## src/rtl/movavg_pkg.sv

```systemverilog
// movavg_pkg: shared types and helpers for the streaming moving-average unit.
// Holds the FSM state encoding and the accumulator width calculation.
package movavg_pkg;

  typedef enum logic [1:0] {
    IDLE  = 2'd0,
    ACCUM = 2'd1,
    DONE  = 2'd2
  } state_t;

  // Accumulator width that can hold the sum of n full-scale w-bit samples
  function automatic int accWidth(input int w, input int n);
    return w + $clog2(n);
  endfunction

endpackage

```

## src/rtl/movavg_stream_if.sv

```systemverilog
// movavg_stream_if: sample-in / average-out streaming bus with valid/ready
// handshakes on both sides. The slave modport is the averaging block, the
// master modport is whatever drives samples in and consumes averages.
interface movavg_stream_if #(
  parameter int W = 64
);

  logic [W-1:0] din;
  logic         in_valid;
  logic         in_ready;
  logic [W-1:0] dout;
  logic         out_valid;
  logic         out_ready;

  modport slave (
    input  din,
    input  in_valid,
    input  out_ready,
    output in_ready,
    output dout,
    output out_valid
  );

  modport master (
    output din,
    output in_valid,
    output out_ready,
    input  in_ready,
    input  dout,
    input  out_valid
  );

endinterface

```

## src/rtl/movavg_tapline.sv

```systemverilog
// movavg_tapline: history of the previous DEPTH samples for the moving average.
// tap[1] is the most recent completed sample; the line shifts by one on each
// output handshake. The read port returns tap[i_idx], or zero for an index
// outside 1..DEPTH. DEPTH=0 builds no storage and always reads zero.
module movavg_tapline #(
  parameter int W     = 64,
  parameter int DEPTH = 3,
  parameter int IW    = 2
) (
  input  logic          clk,
  input  logic          reset,
  input  logic          i_shift,
  input  logic [W-1:0]  i_din,
  input  logic [IW-1:0] i_idx,
  output logic [W-1:0]  o_tap
);

  if (DEPTH > 0) begin : g_taps
    logic [W-1:0] r_taps [1:DEPTH];

    // Shift the newest completed sample into tap[1]; clear on reset
    always_ff @(posedge clk) begin
      if (reset) begin
        for (int k = 1; k <= DEPTH; k++) begin
          r_taps[k] <= '0;
        end
      end else if (i_shift) begin
        r_taps[1] <= i_din;
        for (int k = 2; k <= DEPTH; k++) begin
          r_taps[k] <= r_taps[k-1];
        end
      end
    end

    // Indexed read port feeding the shared adder
    always_comb begin
      o_tap = '0;
      for (int k = 1; k <= DEPTH; k++) begin
        if (i_idx == IW'(k)) begin
          o_tap = r_taps[k];
        end
      end
    end
  end else begin : g_none
    assign o_tap = '0;
  end

endmodule

```

## src/rtl/movavg_stream.sv

```systemverilog
// movavg_stream: streaming NTAPS-window moving average with one shared adder.
// A sample is accepted in IDLE, the stored taps are added one per cycle in
// ACCUM, and the average is held in DONE until the consumer takes it; only
// then does the tap line shift, so every sample is counted exactly once.
// Optional build macro MOVAVG_ROUND_EN: round-half-up divide with saturation
// instead of the default truncating divide.
module movavg_stream
  import movavg_pkg::*;
#(
  parameter int W     = 64,
  parameter int NTAPS = 4
) (
  input  logic            clk,
  input  logic            reset,
  movavg_stream_if.slave  io_bus
);

  localparam int LOG2N = $clog2(NTAPS);
  localparam int AW    = accWidth(W, NTAPS);
  localparam int IW    = (LOG2N > 0) ? LOG2N : 1;
  localparam int DEPTH = NTAPS - 1;

  state_t        r_state;
  state_t        w_nextState;
  logic [AW-1:0] r_acc;
  logic [W-1:0]  r_sreg;
  logic [IW-1:0] r_idx;
  logic [W-1:0]  w_tap;
  logic [W-1:0]  w_quot;
  logic          w_outFire;
  logic          w_lastTap;

  assign w_outFire = (r_state == DONE) && io_bus.out_ready;
  assign w_lastTap = (r_idx == IW'(DEPTH));

  movavg_tapline #(
    .W     (W),
    .DEPTH (DEPTH),
    .IW    (IW)
  ) u_tapline (
    .clk     (clk),
    .reset   (reset),
    .i_shift (w_outFire),
    .i_din   (r_sreg),
    .i_idx   (r_idx),
    .o_tap   (w_tap)
  );

  // State register; reset and any illegal encoding land in IDLE
  always_ff @(posedge clk) begin
    if (reset) begin
      r_state <= IDLE;
    end else begin
      r_state <= w_nextState;
    end
  end

  // Next-state and handshake outputs; dout is forced to zero outside DONE
  always_comb begin
    w_nextState      = r_state;
    io_bus.in_ready  = 1'b0;
    io_bus.out_valid = 1'b0;
    io_bus.dout      = '0;
    case (r_state)
      IDLE: begin
        io_bus.in_ready = 1'b1;
        if (io_bus.in_valid) begin
          w_nextState = (NTAPS == 1) ? DONE : ACCUM;
        end
      end
      ACCUM: begin
        if (w_lastTap) begin
          w_nextState = DONE;
        end
      end
      DONE: begin
        io_bus.out_valid = 1'b1;
        io_bus.dout      = w_quot;
        if (io_bus.out_ready) begin
          w_nextState = IDLE;
        end
      end
      default: begin
        w_nextState = IDLE;
      end
    endcase
  end

  // Datapath: load the new sample on accept, then add one tap per ACCUM cycle
  always_ff @(posedge clk) begin
    if (reset) begin
      r_acc  <= '0;
      r_sreg <= '0;
      r_idx  <= '0;
    end else begin
      case (r_state)
        IDLE: begin
          if (io_bus.in_valid) begin
            r_acc  <= AW'(io_bus.din);
            r_sreg <= io_bus.din;
            r_idx  <= IW'(1);
          end
        end
        ACCUM: begin
          r_acc <= r_acc + AW'(w_tap);
          r_idx <= r_idx + IW'(1);
        end
        default: begin
        end
      endcase
    end
  end

`ifdef MOVAVG_ROUND_EN
  if (LOG2N > 0) begin : g_round
    localparam int RW = AW + 1;
    logic [RW-1:0] w_rounded;
    logic [RW-1:0] w_shifted;
    // One extra bit keeps the half-LSB add from wrapping before the shift
    assign w_rounded = {1'b0, r_acc} + (RW'(1) << (LOG2N - 1));
    assign w_shifted = w_rounded >> LOG2N;
    assign w_quot    = ((w_shifted >> W) != '0) ? {W{1'b1}} : w_shifted[W-1:0];
  end else begin : g_single
    assign w_quot = r_acc[W-1:0];
  end
`else
  assign w_quot = W'(r_acc >> LOG2N);
`endif

endmodule

```

## src/flat_wrapper.sv

```systemverilog
// flat-port wrapper written by rule: the top's interface ports become plain ports
module movavg_stream_flat import movavg_pkg::*;
#(
  parameter int W     = 64,
  parameter int NTAPS = 4
)
  (clk, reset, io_bus_din, io_bus_in_valid, io_bus_out_ready, io_bus_in_ready, io_bus_dout, io_bus_out_valid);
  movavg_stream_if #(.W(W)) io_bus_i ();
  input  logic clk;
  input  logic reset;
  input wire logic [$bits(io_bus_i.din)-1:0] io_bus_din;
  input wire logic [$bits(io_bus_i.in_valid)-1:0] io_bus_in_valid;
  input wire logic [$bits(io_bus_i.out_ready)-1:0] io_bus_out_ready;
  output wire logic [$bits(io_bus_i.in_ready)-1:0] io_bus_in_ready;
  output wire logic [$bits(io_bus_i.dout)-1:0] io_bus_dout;
  output wire logic [$bits(io_bus_i.out_valid)-1:0] io_bus_out_valid;
  assign io_bus_i.din = io_bus_din;
  assign io_bus_i.in_valid = io_bus_in_valid;
  assign io_bus_i.out_ready = io_bus_out_ready;
  assign io_bus_in_ready = io_bus_i.in_ready;
  assign io_bus_dout = io_bus_i.dout;
  assign io_bus_out_valid = io_bus_i.out_valid;
  movavg_stream #(.W(W), .NTAPS(NTAPS)) u_core (.clk(clk), .reset(reset), .io_bus(io_bus_i));
endmodule
```

## config.mk

```make
export PLATFORM = sky130hd
export DESIGN_NAME = movavg_stream_flat
export DESIGN_NICKNAME = d
export VERILOG_FILES = /design/src/rtl/movavg_pkg.sv /design/src/rtl/movavg_stream_if.sv /design/src/rtl/movavg_tapline.sv /design/src/rtl/movavg_stream.sv /design/src/flat_wrapper.sv
export SDC_FILE = /design/constraint.sdc
export NUM_CORES = 1
export LEC_CHECK = 0
export CORE_MARGIN = 2
export CORE_UTILIZATION = 60
export CTS_CLUSTER_SIZE = 24
export DETAILED_ROUTE_END_ITERATION = 8
export PLACE_DENSITY = 0.87
export SYNTH_ARGS = -nofsm -noshare
export SYNTH_HDL_FRONTEND = slang
export SYNTH_HIERARCHICAL = 1
export SYNTH_SLANG_ARGS = --single-unit
```

## constraint.sdc

```tcl
create_clock -name clk -period 5.15 [get_ports clk]
set_clock_uncertainty 0.2 [all_clocks]
set_input_delay 1.2875 -clock clk [delete_from_list [all_inputs] [get_ports clk]]
set_output_delay 1.2875 -clock clk [all_outputs]
set_load 0.03 [all_outputs]
```

-- Word level (Yosys, flattened, before mapping)
Memories as Yosys holds them, arrays and structs flattened.
Cells that the tools add are included.
- register bits after elaboration: 134
- bits in latches: 0
- bits in writable memories: 192
- memory bits (read-only): 0
- input port bits: 68
- output and inout port bits: 66
- memories: 1
- $add $sub $neg: 2
- multiply operators: 0
- divide/modulo/power cells: 0
- order comparisons: 0
- equality and inequality tests: 8
- shift operators: 0
- multiplexer cells: 21
- bitwise operators: 3
- reductions and logical operators: 6
- memory list (memory ; words ; bits a word ; rd ports ; clocked after memory_dff ; write ports ; RTL line ; source):
    u_core.u_tapline.g_taps.r_taps ; 3 ; 64 ; 3 ; 0 ; 3 ; movavg_tapline.sv:19 ; logic [W-1:0] r_taps [1:DEPTH];
- operator list (operator ; count):
    64-bit two-way mux ; 7
    66-bit one-hot mux with 2 select lines ; 1
    66-bit by 64-bit adder with 66-bit output ; 1
    66-bit two-way mux ; 1
    1-bit two-way mux ; 7
    2-bit == test, second input constant ; 3
    2-bit two-way mux ; 3
    2-bit one-hot mux with 3 select lines ; 1
    2-bit by 1-bit == test with 1-bit output, second input constant ; 2
    2-bit != test, second input constant ; 2
    2-bit one-hot mux with 2 select lines ; 1
    2-bit AND reduction ; 2
    1-bit OR ; 3
    3-bit AND reduction ; 1
    2-bit by 1-bit adder with 2-bit output, second input constant ; 1
    2-bit zero test ; 1
    2-bit by 1-bit != test with 1-bit output, second input constant ; 1
    2-bit nonzero test ; 1
    1-bit logical AND ; 1

-- Longest topological paths before layout
Gate-level depths: netlist (run 1).
- word-level depth: 6
- depth in mapped cells: 15
- mapped depth without buffers: 13

-- Modules after synthesis
The synthesis (run 1) kept the hierarchy.
- modules (own cells, without submodules) (module ; times used ; cells each ; area an instance (sq um)):
    movavg_stream ; 1 ; 1275 ; 9557.9
    movavg_tapline ; 1 ; 557 ; 8767.2

-- Least setup slack after synthesis (run 1)
Ideal clock, no wire load.
- path kind: input -> register
- start point: input port io_bus_out_ready
- end point: register, netlist name u_core/u_tapline/g_taps.r_taps[0][0]
- arrival time: 3728 ps
- slack: 749 ps
- cell stages on the path: 2
- path buffers: 0
- path through: and2_1 -> or2_2
- RTL lines (element ; RTL line ; source):
    start, declared ; flat_wrapper.sv:13 ; input wire logic [$bits(io_bus_i.out_ready)-1:0] io_bus_out_ready;

-- Worst setup path after layout (run 1)
- start point: register u_core.r_idx[0]
- end point: register u_core.r_acc[65]
- longest elaborated chain between the ends: 6
- elaborated cells on any way between the ends: 8
- classes of those cells: 1 x add/sub; 3 x eq/ne; 4 x mux
- ends and longest elaborated chain (element ; RTL line ; source):
    start, declared ; movavg_stream.sv:27 ; logic [IW-1:0] r_idx;
    start signal, assigned ; movavg_stream.sv:106 ; r_idx <= r_idx + IW'(1);
    2-bit by 1-bit == test with 1-bit output ; movavg_tapline.sv:39 ; if (i_idx == IW'(k)) begin
    64-bit two-way mux (2 in series) ; movavg_tapline.sv:39 ;
    64-bit two-way mux * ; movavg_tapline.sv:39 ;
    net u_core.w_tap[20] ; movavg_stream.sv:28 ; logic [W-1:0] w_tap;
    66-bit by 64-bit adder with 66-bit output * ; movavg_stream.sv:105 ; r_acc <= r_acc + AW'(w_tap);
    66-bit one-hot mux with 2 select lines * ; movavg_stream.sv:96 ; case (r_state)
    end signal, assigned ; movavg_stream.sv:99 ; r_acc <= AW'(io_bus.din);
    end signal, assigned ; movavg_stream.sv:105 ;
    end, declared ; movavg_stream.sv:25 ; logic [AW-1:0] r_acc;
Mark *: on every way through the listed nets, which the timed path passes. The rest lies on a longest branch.
A chain may end at the register's enable or synchronous reset.

==> results of run 1 <==
-- through the flow --
| stage | hold slack [ps] | power [mW] | cell area [sq um] | cells |
|---|---|---|---|---|
| CTS | 250 | 6.61 | 20900 | 2300 |
| finish | 249 | 6.60 | 20900 | 2300 |
| detailed placement | 242 | 4.03 | 19700 | 2237 |
| global route | 271 | 6.81 | 20900 | 2300 |
| global placement | 237 | 4.00 | 19700 | 2237 |
| floorplan | 232 | 3.76 | 18300 | 1832 |
-- sequential cells by signal, summed over array words and instances (netlist names) --
| signal | count |
|---|---|
| u_core/u_tapline/g_taps.r_taps | 192 |
| u_core/r_idx | 2 |
| u_core/r_state | 2 |
| u_core/r_sreg | 64 |
| u_core/r_acc | 66 |
-- per-layer routing --
layer	vias up	GRT usage, %
met5	-	0
met4	0	11.1
met3	128	3.37
met2	574	47.3
met1	6984	39.1
li1	6691	-
-- logic make-up (layout without fill, tap and decap cells) --
group,Yosys count,in the layout,synth area share [%]
XOR/XNOR,52,52,2.49
AND/OR/NAND/NOR,697,697,19.6
multiplexers,67,67,5.36
adder cells (fa/ha/maj),66,66,4.55
buffers and inverters,155,233,4.01
AO/OA/AOI/OAI,469,469,17.9
flip-flops,326,326,46.1
-- worst min-delay path: cells and delay by family, from the launching register on --
kind	cells	cell delay (ps)
AO/OA/AOI/OAI	1	50
flip-flops	1	300
AND/OR/NAND/NOR	1	50
-- final cells by class --
class	instances	area (sq um)
inverters	18	67.6
flip-flops and latches	326	8450
multi-input cells	1351	9190
clock buffers	53	1060
repair buffers	152	1520
well taps	390	488
fillers	2187	8970
clock inverters	10	135
-- where the power goes --
group,leakage [nW],internal [mW],switching (mW)
Combinational,4.55,0.402,0.600
Clock,0.584,1.57,1.02
Sequential,3.09,2.89,0.108
Total,8.22,4.87,1.73
-- worst max-delay path by stage --
stage                                 start                                            endpoint  slack (ps)  depth (start not counted)
3_3_place_gp   u_core/r_idx[0]$_SDFFE_PP0P_                       u_core/r_acc[65]$_SDFFE_PP0P_         760                         13
5_1_grt        u_core/r_idx[0]$_SDFFE_PP0P_                       u_core/r_acc[65]$_SDFFE_PP0P_         500                         13
2_1_floorplan              io_bus_out_ready  u_core/u_tapline/g_taps.r_taps[0][0]$_SDFFCE_PN0P_         750                          2
6_report       u_core/r_idx[0]$_SDFFE_PP0P_                       u_core/r_acc[65]$_SDFFE_PP0P_         620                         13
3_5_place_dp   u_core/r_idx[0]$_SDFFE_PP0P_                       u_core/r_acc[65]$_SDFFE_PP0P_         750                         13
4_1_cts        u_core/r_idx[0]$_SDFFE_PP0P_                       u_core/r_acc[65]$_SDFFE_PP0P_         700                         13
-- synthesized netlist by cell type (all sizes together), types with 11 or more instances --
cell,n,area share [%]
a21o,37,1.5
a21oi,177,4.9
a22o,64,3.1
a311oi,13,0.62
a31o,11,0.53
a31oi,36,1.4
and2,261,8.9
buf,52,1.9
clkbuf,85,1.8
dfxtp,134,15
edfxtp,192,31
ha,65,4.4
inv,18,0.37
mux2,66,5.3
nand2,260,5.3
nand3,17,0.46
nand4,27,1.0
nor2,56,1.1
nor3,21,0.69
o21a,13,0.53
o21ai,39,1.1
o21bai,12,0.49
xnor2,29,1.4
xor2,23,1.1
==> impl_summary.log, run 1 <==
INFO  metric timing.critical_path.max_delay_family = compound AO/OA/AOI/OAI gates
INFO  metric finalNetCount = 2,018
INFO  metric dpl.hpwl = 30,100 um
INFO  metric cts.hold.buffers_added = 0
INFO  metric clock_insertion_delay_worst_skew = 520 ps
INFO  metric final_common_cell = sky130_fd_sc_hd__and2_1
INFO  metric irDropWorstVdd = 0.225 mV
INFO  metric floorplan.initialDensity = between 60 and 70%
INFO  metric max_freq = 221 MHz
INFO  metric crit_path_top_delay_cell = sky130_fd_sc_hd__dfxtp_4
INFO  metric number_of_failing_setup_endpoints_in_the_final_timing_report = 0
INFO  metric ctsHtreeMaxLevel = 2
INFO  metric timing_hold_violations_final = 0
INFO  metric postSynth.asyncResetShare = 0%
INFO  metric worstPathArrival = 4730 ps
INFO  metric power_leakage = 8.22 nW
INFO  metric worstPathMaxFanout = 62
INFO  metric post_cts_resized = 0
INFO  metric holdCritStartpoint = u_core/r_sreg[21]$_SDFFE_PP0P_
INFO  metric clock_path_buffers = 3
INFO  metric clk_root_buffer_cell = sky130_fd_sc_hd__clkbuf_16
INFO  metric clock_sink_count = 326
INFO  metric r2r_cells = 13
INFO  metric cpPeakStageDelay = between 600 and 700 ps
INFO  metric globalplace.congestion = 0.932
INFO  metric layout_worst_path_cycle_share = 88.0%
INFO  metric synth_edf_count = 192
INFO  metric fin_ws = 618 ps
INFO  metric ys_seq_area_share = 46.1%
INFO  metric grt_start_max_net_pins = 193
INFO  metric dr.first_iter.drc_count = 1,315
INFO  metric overflow = 0
INFO  metric slew-limit-headroom = 22.6%
INFO  metric chipWidth = around 180 um
INFO  metric antenna-diode-count = 0
INFO  metric tritoncts = yes
INFO  metric setup_crit_end_kind = flop
INFO  metric max-cap-violations = 0
INFO  metric grt_pass1_wl = 73,000 um
INFO  metric die-area = 0.0320 sq mm
INFO  metric final_cell_mix = 260 x sky130_fd_sc_hd__and2_1, 258 x sky130_fd_sc_hd__nand2_1, 192 x sky130_fd_sc_hd__edfxtp_1, 175 x sky130_fd_sc_hd__a21oi_1
INFO  metric finalWorstPathRequiredPeriod = 4530 ps
INFO  metric total_of_warnings_raised_by_yosys = 6
INFO  metric met3_wirelength = 2850 um
INFO  metric floorplan.die.height = 179 um
INFO  metric routed-via-count = 14,400
INFO  metric std_cell_rows = 63
INFO  metric crit_chain = nor2b_4 > buf_12 > a22o_1 > ha_1 > nand2_1 > o21ai_0 > a22oi_1 > a22oi_2 > o21ai_2 > o41ai_4 > a31o_2 > o2bb2ai_2 > mux2_1
INFO  metric io_pins = around 130
INFO  metric timing.hold.worst_path_depth = 2
INFO  metric wirelength = 46,100 um
INFO  metric timing.reg2reg.setup_slack = a little over 600 ps
INFO  metric route.detailed.wl_per_inst = between 20 and 25 um
INFO  metric r2r-end = u_core/r_acc[65]$_SDFFE_PP0P_
INFO  metric crit_type = flop to flop
INFO  metric timing.hold.worst.class = flop to flop
INFO  metric postSynthRegisterBits = around 330
INFO  metric setup-tns-final = 0 ps
INFO  metric cts_buffers = 35
INFO  metric post_synth_inst_count = 1,832
INFO  metric grt_use_total = between 20 and 30%
INFO  metric netlist_cell_types = 88
INFO  metric wirelength_met1 = 19,800 um
INFO  metric layout_cell_share_with_drive_strength_beyond_1 = between 10% and 20%
INFO  metric powerDensity = 315 mW/mm^2
INFO  metric report.final.slew_viol_count = 0
INFO  metric crit_required = about 5400 ps
INFO  metric dp_worst_setup_slack = 750 ps
INFO  metric vias_in_the_first_global_route = 14,000
INFO  metric wl_met2 = 21,800 um
INFO  metric route.detailed.vias_per_inst = 6.25
INFO  metric worst_pin_slew = 1160 ps
INFO  metric final_core_util = 70.0%
INFO  metric clk_pin_slew = approximately 60 ps
INFO  metric core_area = 0.0299 sq mm
INFO  metric initial_antenna_violation_count = 0
INFO  metric ant_nets = 0
INFO  metric drt_pass1_iterations = 6
INFO  metric timing.hold.worst_endpoint = u_core/r_sreg[21]$_SDFFE_PP0P_
INFO  metric port-buffer-count = ~130
INFO  metric synth_area_per_cell = 10.0 sq um
INFO  metric post_cts.repair.setup_buffers = 0
INFO  metric outcome = complete, no violations
INFO  metric dr.max_layer_used = met4
INFO  metric area.growth.synth_to_final = 14.1%
INFO  metric netlist_area = about 0.018 sq mm
INFO  metric rsz0062_at_grt = no
INFO  metric critPathLaunchType = flop
INFO  metric syn_nets = 1,966
INFO  metric synth_top_flop_cell = sky130_fd_sc_hd__edfxtp_1
INFO  metric timing.rr.start = u_core/r_idx[0]$_SDFFE_PP0P_
INFO  metric route.detailed.drc = 0
INFO  metric critPathBufInv = 1
Power figures use the tool's default switching activity.
==> run 2: changes to the inputs <==
Settings changed: ABC_AREA set to 1.
==> run 2 against run 1 <==
  * Worst hold slack improved by 15 ps
  * Routed wire length up 30%
  * Final cell count grew 54%
  * Critical path depth fell by 7
  * Highest routed layer unchanged
==> impl_summary.log, run 2 <==
INFO  metric outcome = complete, no violations (unchanged)
INFO  metric post_cts_resized = 0 (unchanged)
INFO  metric routed-via-count = 19,200 (was 14,400)
INFO  metric report.final.slew_viol_count = 0 (unchanged)
INFO  metric syn_nets = 3,115 (was 1,966)
INFO  metric final_cells = 3,537 (was 2,300)
INFO  metric postSynth.asyncResetShare = 0% (unchanged)
INFO  metric netlist_cell_types = 35 (was 88)
INFO  metric floorplan.die.height = 188 um (was 179 um)
INFO  metric route.detailed.vias_per_inst = 5.44 (was 6.25)
INFO  metric cts.hold.buffers_added = 0 (unchanged)
INFO  metric vias_in_the_first_global_route = 18,200 (was 14,000)
INFO  metric crit_type = flop to primary output (was flop to flop)
INFO  metric ys_seq_area_share = 41.4% (was 46.1%)
INFO  metric clock_power_share = 40.2% (was 39.3%)
INFO  metric synth_area_per_cell = 6.84 sq um (was 10.0 sq um)
INFO  metric power_frac_comb = 15.2% (about the same)
INFO  metric largest_reg_flops = 192 (unchanged)
INFO  metric route.detailed.wl_per_inst = 16.9 um (was 20.1 um)
INFO  metric finalWorstPathRequiredPeriod = 4230 ps (was 4530 ps)
INFO  metric synthTopCellsByCount = 864 x sky130_fd_sc_hd__nand2_1, 597 x sky130_fd_sc_hd__inv_1, 349 x sky130_fd_sc_hd__nor2_1 (was 261 x sky130_fd_sc_hd__and2_1, 259 x sky130_fd_sc_hd__nand2_1, 192 x sky130_fd_sc_hd__edfxtp_1)
INFO  metric ctsHtreeMaxLevel = 2 (unchanged)
INFO  metric worst_pin_slew = 896 ps (was 1160 ps)
INFO  metric max-cap-violations = 0 (unchanged)
INFO  metric number_of_failing_setup_endpoints_in_the_final_timing_report = 0 (unchanged)
INFO  metric power.total = 6.71 mW (was 6.60 mW)
INFO  metric worstPathMaxFanout = 44 (was 62)
INFO  metric critPathLaunchType = flop (unchanged)
INFO  metric wirelength = 59,900 um (was 46,100 um)
INFO  metric io_pins = 134 (unchanged)
INFO  metric final.hold.worst_slack = 265 ps (was 249 ps)
INFO  metric overflow = 0 (unchanged)
INFO  metric tritoncts = yes (unchanged)
INFO  metric post_synth_inst_count = 2,981 (was 1,832)
INFO  metric area_share_of_the_largest_cell_type_after_synthesis = 28.3% (was 31.5%)
INFO  metric powerDensity = 291 mW/mm^2 (was 315 mW/mm^2)
INFO  metric timing.reg2reg.setup_slack = 1220 ps (was 620 ps)
INFO  metric switching_share = 28.2% (was 26.2%)
INFO  metric clk_pin_slew = 60 ps (about the same)
INFO  metric grt_pass1_wl = 94,600 um (was 73,000 um)
INFO  metric p_seq_share = 44.6% (was 45.5%)
INFO  metric crit_required = 3660 ps (was 5350 ps)
INFO  metric setup-tns-final = 0 ps (unchanged)
INFO  metric total_of_warnings_raised_by_yosys = 6 (unchanged)
INFO  metric dp.cells = 3,471 (was 2,237)
INFO  metric clk_root_buffer_cell = sky130_fd_sc_hd__clkbuf_16 (unchanged)
INFO  metric netlist_area = 0.0204 sq mm (was 0.0183 sq mm)
INFO  metric floorplan.initialDensity = 60.8% (was 61.3%)
INFO  metric globalplace.congestion = 0.992 (was 0.932)
INFO  metric antenna-diode-count = 0 (unchanged)
INFO  metric power_leakage = 10.8 nW (was 8.22 nW)
INFO  metric layout_worst_path_cycle_share = 82.2% (was 88.0%)
INFO  metric core_area = 0.0335 sq mm (was 0.0299 sq mm)
INFO  metric worstPathArrival = 2740 ps (was 4730 ps)
INFO  metric post_cts.repair.setup_buffers = 0 (unchanged)
INFO  metric grt_start_max_net_pins = 132 (was 193)
INFO  metric layout_cell_share_with_drive_strength_beyond_1 = 4.92% (was 10.2%)
INFO  metric irDropWorstVdd = 0.400 mV (was 0.225 mV)
INFO  metric clock_path_buffers = 3 (unchanged)
INFO  metric top_cell_type_by_total_area_after_synthesis = sky130_fd_sc_hd__edfxtp_1 (unchanged)
INFO  metric max_freq = 236 MHz (was 221 MHz)
INFO  metric die-area = 0.0355 sq mm (was 0.0320 sq mm)
INFO  metric final_common_cell = sky130_fd_sc_hd__nand2_1 (was sky130_fd_sc_hd__and2_1)
INFO  metric dr.first_iter.drc_count = 2,228 (was 1,315)
INFO  metric synth_top_flop_cell = sky130_fd_sc_hd__edfxtp_1 (unchanged)
INFO  metric cell_internal_power_dissipation = 4.82 mW (was 4.87 mW)
INFO  metric cts_buffers = 36 (was 35)
INFO  metric timing_hold_violations_final = 0 (unchanged)
INFO  metric dpl.hpwl = 42,700 um (was 30,100 um)
INFO  metric total_switching_power = 1.89 mW (was 1.73 mW)
INFO  metric register_name_with_the_most_flops = u_core/u_tapline/g_taps.r_taps (unchanged)
INFO  metric finalNetCount = 3,195 (was 2,018)
INFO  metric clock_sink_count = 326 (unchanged)
INFO  metric final_cell_mix = 861 x sky130_fd_sc_hd__nand2_1, 595 x sky130_fd_sc_hd__inv_1, 349 x sky130_fd_sc_hd__nor2_1, 336 x sky130_fd_sc_hd__nand3_1, 192 x sky130_fd_sc_hd__edfxtp_1 (was 260 x sky130_fd_sc_hd__and2_1, 258 x sky130_fd_sc_hd__nand2_1, 192 x sky130_fd_sc_hd__edfxtp_1, 175 x sky130_fd_sc_hd__a21oi_1)
INFO  metric synth_edf_count = 192 (unchanged)
INFO  metric chipWidth = 188 um (was 179 um)
INFO  metric setup_crit_end_kind = primary output (was flop)
INFO  metric drt_pass1_iterations = 6 (unchanged)
INFO  metric port-buffer-count = 133 (unchanged)
INFO  metric slew-limit-headroom = 40.3% (was 22.6%)
INFO  metric grt_use_total = 33.6% (was 28.7%)
INFO  metric std_cell_rows = 67 (was 63)
INFO  metric initial_antenna_violation_count = 0 (unchanged)
INFO  metric synth_most_common_cell = sky130_fd_sc_hd__nand2_1 (was sky130_fd_sc_hd__and2_1)
INFO  metric rsz0062_at_grt = no (unchanged)
INFO  metric postSynthRegisterBits = 326 (unchanged)
INFO  metric timing.hold.worst.class = flop to flop (unchanged)
INFO  metric clock_insertion_delay_worst_skew = 540 ps (was 520 ps)
INFO  metric largest_registers = u_core/u_tapline/g_taps.r_taps x192, u_core/r_acc x66, u_core/r_sreg x64 (unchanged)
INFO  metric ys_top_cells_by_area = sky130_fd_sc_hd__edfxtp_1 28%, sky130_fd_sc_hd__nand2_1 16%, sky130_fd_sc_hd__dfxtp_1 13%, sky130_fd_sc_hd__inv_1 11%, sky130_fd_sc_hd__nand3_1 8.2% (was sky130_fd_sc_hd__edfxtp_1 31%, sky130_fd_sc_hd__dfxtp_1 15%, sky130_fd_sc_hd__and2_1 8.9%, sky130_fd_sc_hd__nand2_1 5.3%, sky130_fd_sc_hd__mux2_4 5.0%)
INFO  metric ant_nets = 0 (unchanged)
INFO  metric route.detailed.drc = 0 (unchanged)
INFO  metric area.growth.synth_to_final = 13.1% (was 14.1%)
run 2: changes by cell type after synthesis, sizes merged, moves of 26 or more:
cell    delta
nand2    +629
inv      +589
nand3    +323
nor2     +311
and2     -261
mux2      -66
a22o      -64
clkbuf    -47
a21o      -37
xnor2     -29
nand4     -26
run 2: cells by family (layout without fill, tap and decap cells):
kind of cell             Yosys count  after routing  synth area share [%]
AND/OR/NAND/NOR                 1620           1620                  33.0
AO/OA/AOI/OAI                    234            234                  6.00
buffers and inverters            721            829                  14.9
flip-flops                       326            326                  41.4
XOR/XNOR                          14             14                 0.601
adder cells (fa/ha/maj)           66             66                  4.09
run 2: power by group through the flow:
stage               sequential [mW]  combinational (mW)  clock (mW)
floorplan                      3.01               0.709           0
global placement               3.04               0.965           0
detailed placement             3.05               0.990           0
CTS                            2.99                1.00        2.72
global route                   3.01                1.13        2.82
finish                         3.00                1.02        2.70
run 2: final timing paths:
path | cells after the start | startpoint | endpoint
min reg2reg | 2 | u_core/r_sreg[42]$_SDFFE_PP0P_ | u_core/r_sreg[42]$_SDFFE_PP0P_
max reg2reg | 16 | u_core/r_idx[1]$_SDFFE_PP0P_ | u_core/r_acc[52]$_SDFFE_PP0P_
min | 2 | u_core/r_sreg[42]$_SDFFE_PP0P_ | u_core/r_sreg[42]$_SDFFE_PP0P_
max | 6 | u_core/r_state[1]$_SDFFE_PP0P_ | io_bus_dout[13]
run 2: area by class of cell:
class                   count  area [sq um]
fillers                  2820         10500
repair buffers            155          1590
clock inverters            18           216
well taps                 448           561
inverters                 608          2280
flip-flops and latches    326          8460
multi-input cells        1934          8930
clock buffers              48          1020
run 2: critical path, cell delays in order (launching register included):
cell	delay, ps
sky130_fd_sc_hd__dfxtp_1	310
sky130_fd_sc_hd__inv_1	80
sky130_fd_sc_hd__nor2_1	70
sky130_fd_sc_hd__inv_2	610
sky130_fd_sc_hd__buf_4	400
sky130_fd_sc_hd__nor2_1	90
sky130_fd_sc_hd__clkdlybuf4s50_1	620
run 2: stage by stage:
| stage | setup slack [ps] | utilization, % | cell area, sq um |
|---|---|---|---|
| final | 919 | 68.8 | 23100 |
| after global routing | 733 | 68.8 | 23100 |
| after CTS | 880 | 68.8 | 23100 |
| after detailed placement | 1330 | 65.1 | 21800 |
| after global placement | 1370 | 65.1 | 21800 |
| after floorplan | 695 | - | 20400 |
run 2: per-layer routing:
layer	vias to the layer above	GRT usage, %	share of wire [%]
met4	0	11.5	3.2
met1	8832	46.0	42
met5	-	0	0
met2	929	54.1	45
li1	9360	-	-
met3	121	5.61	10
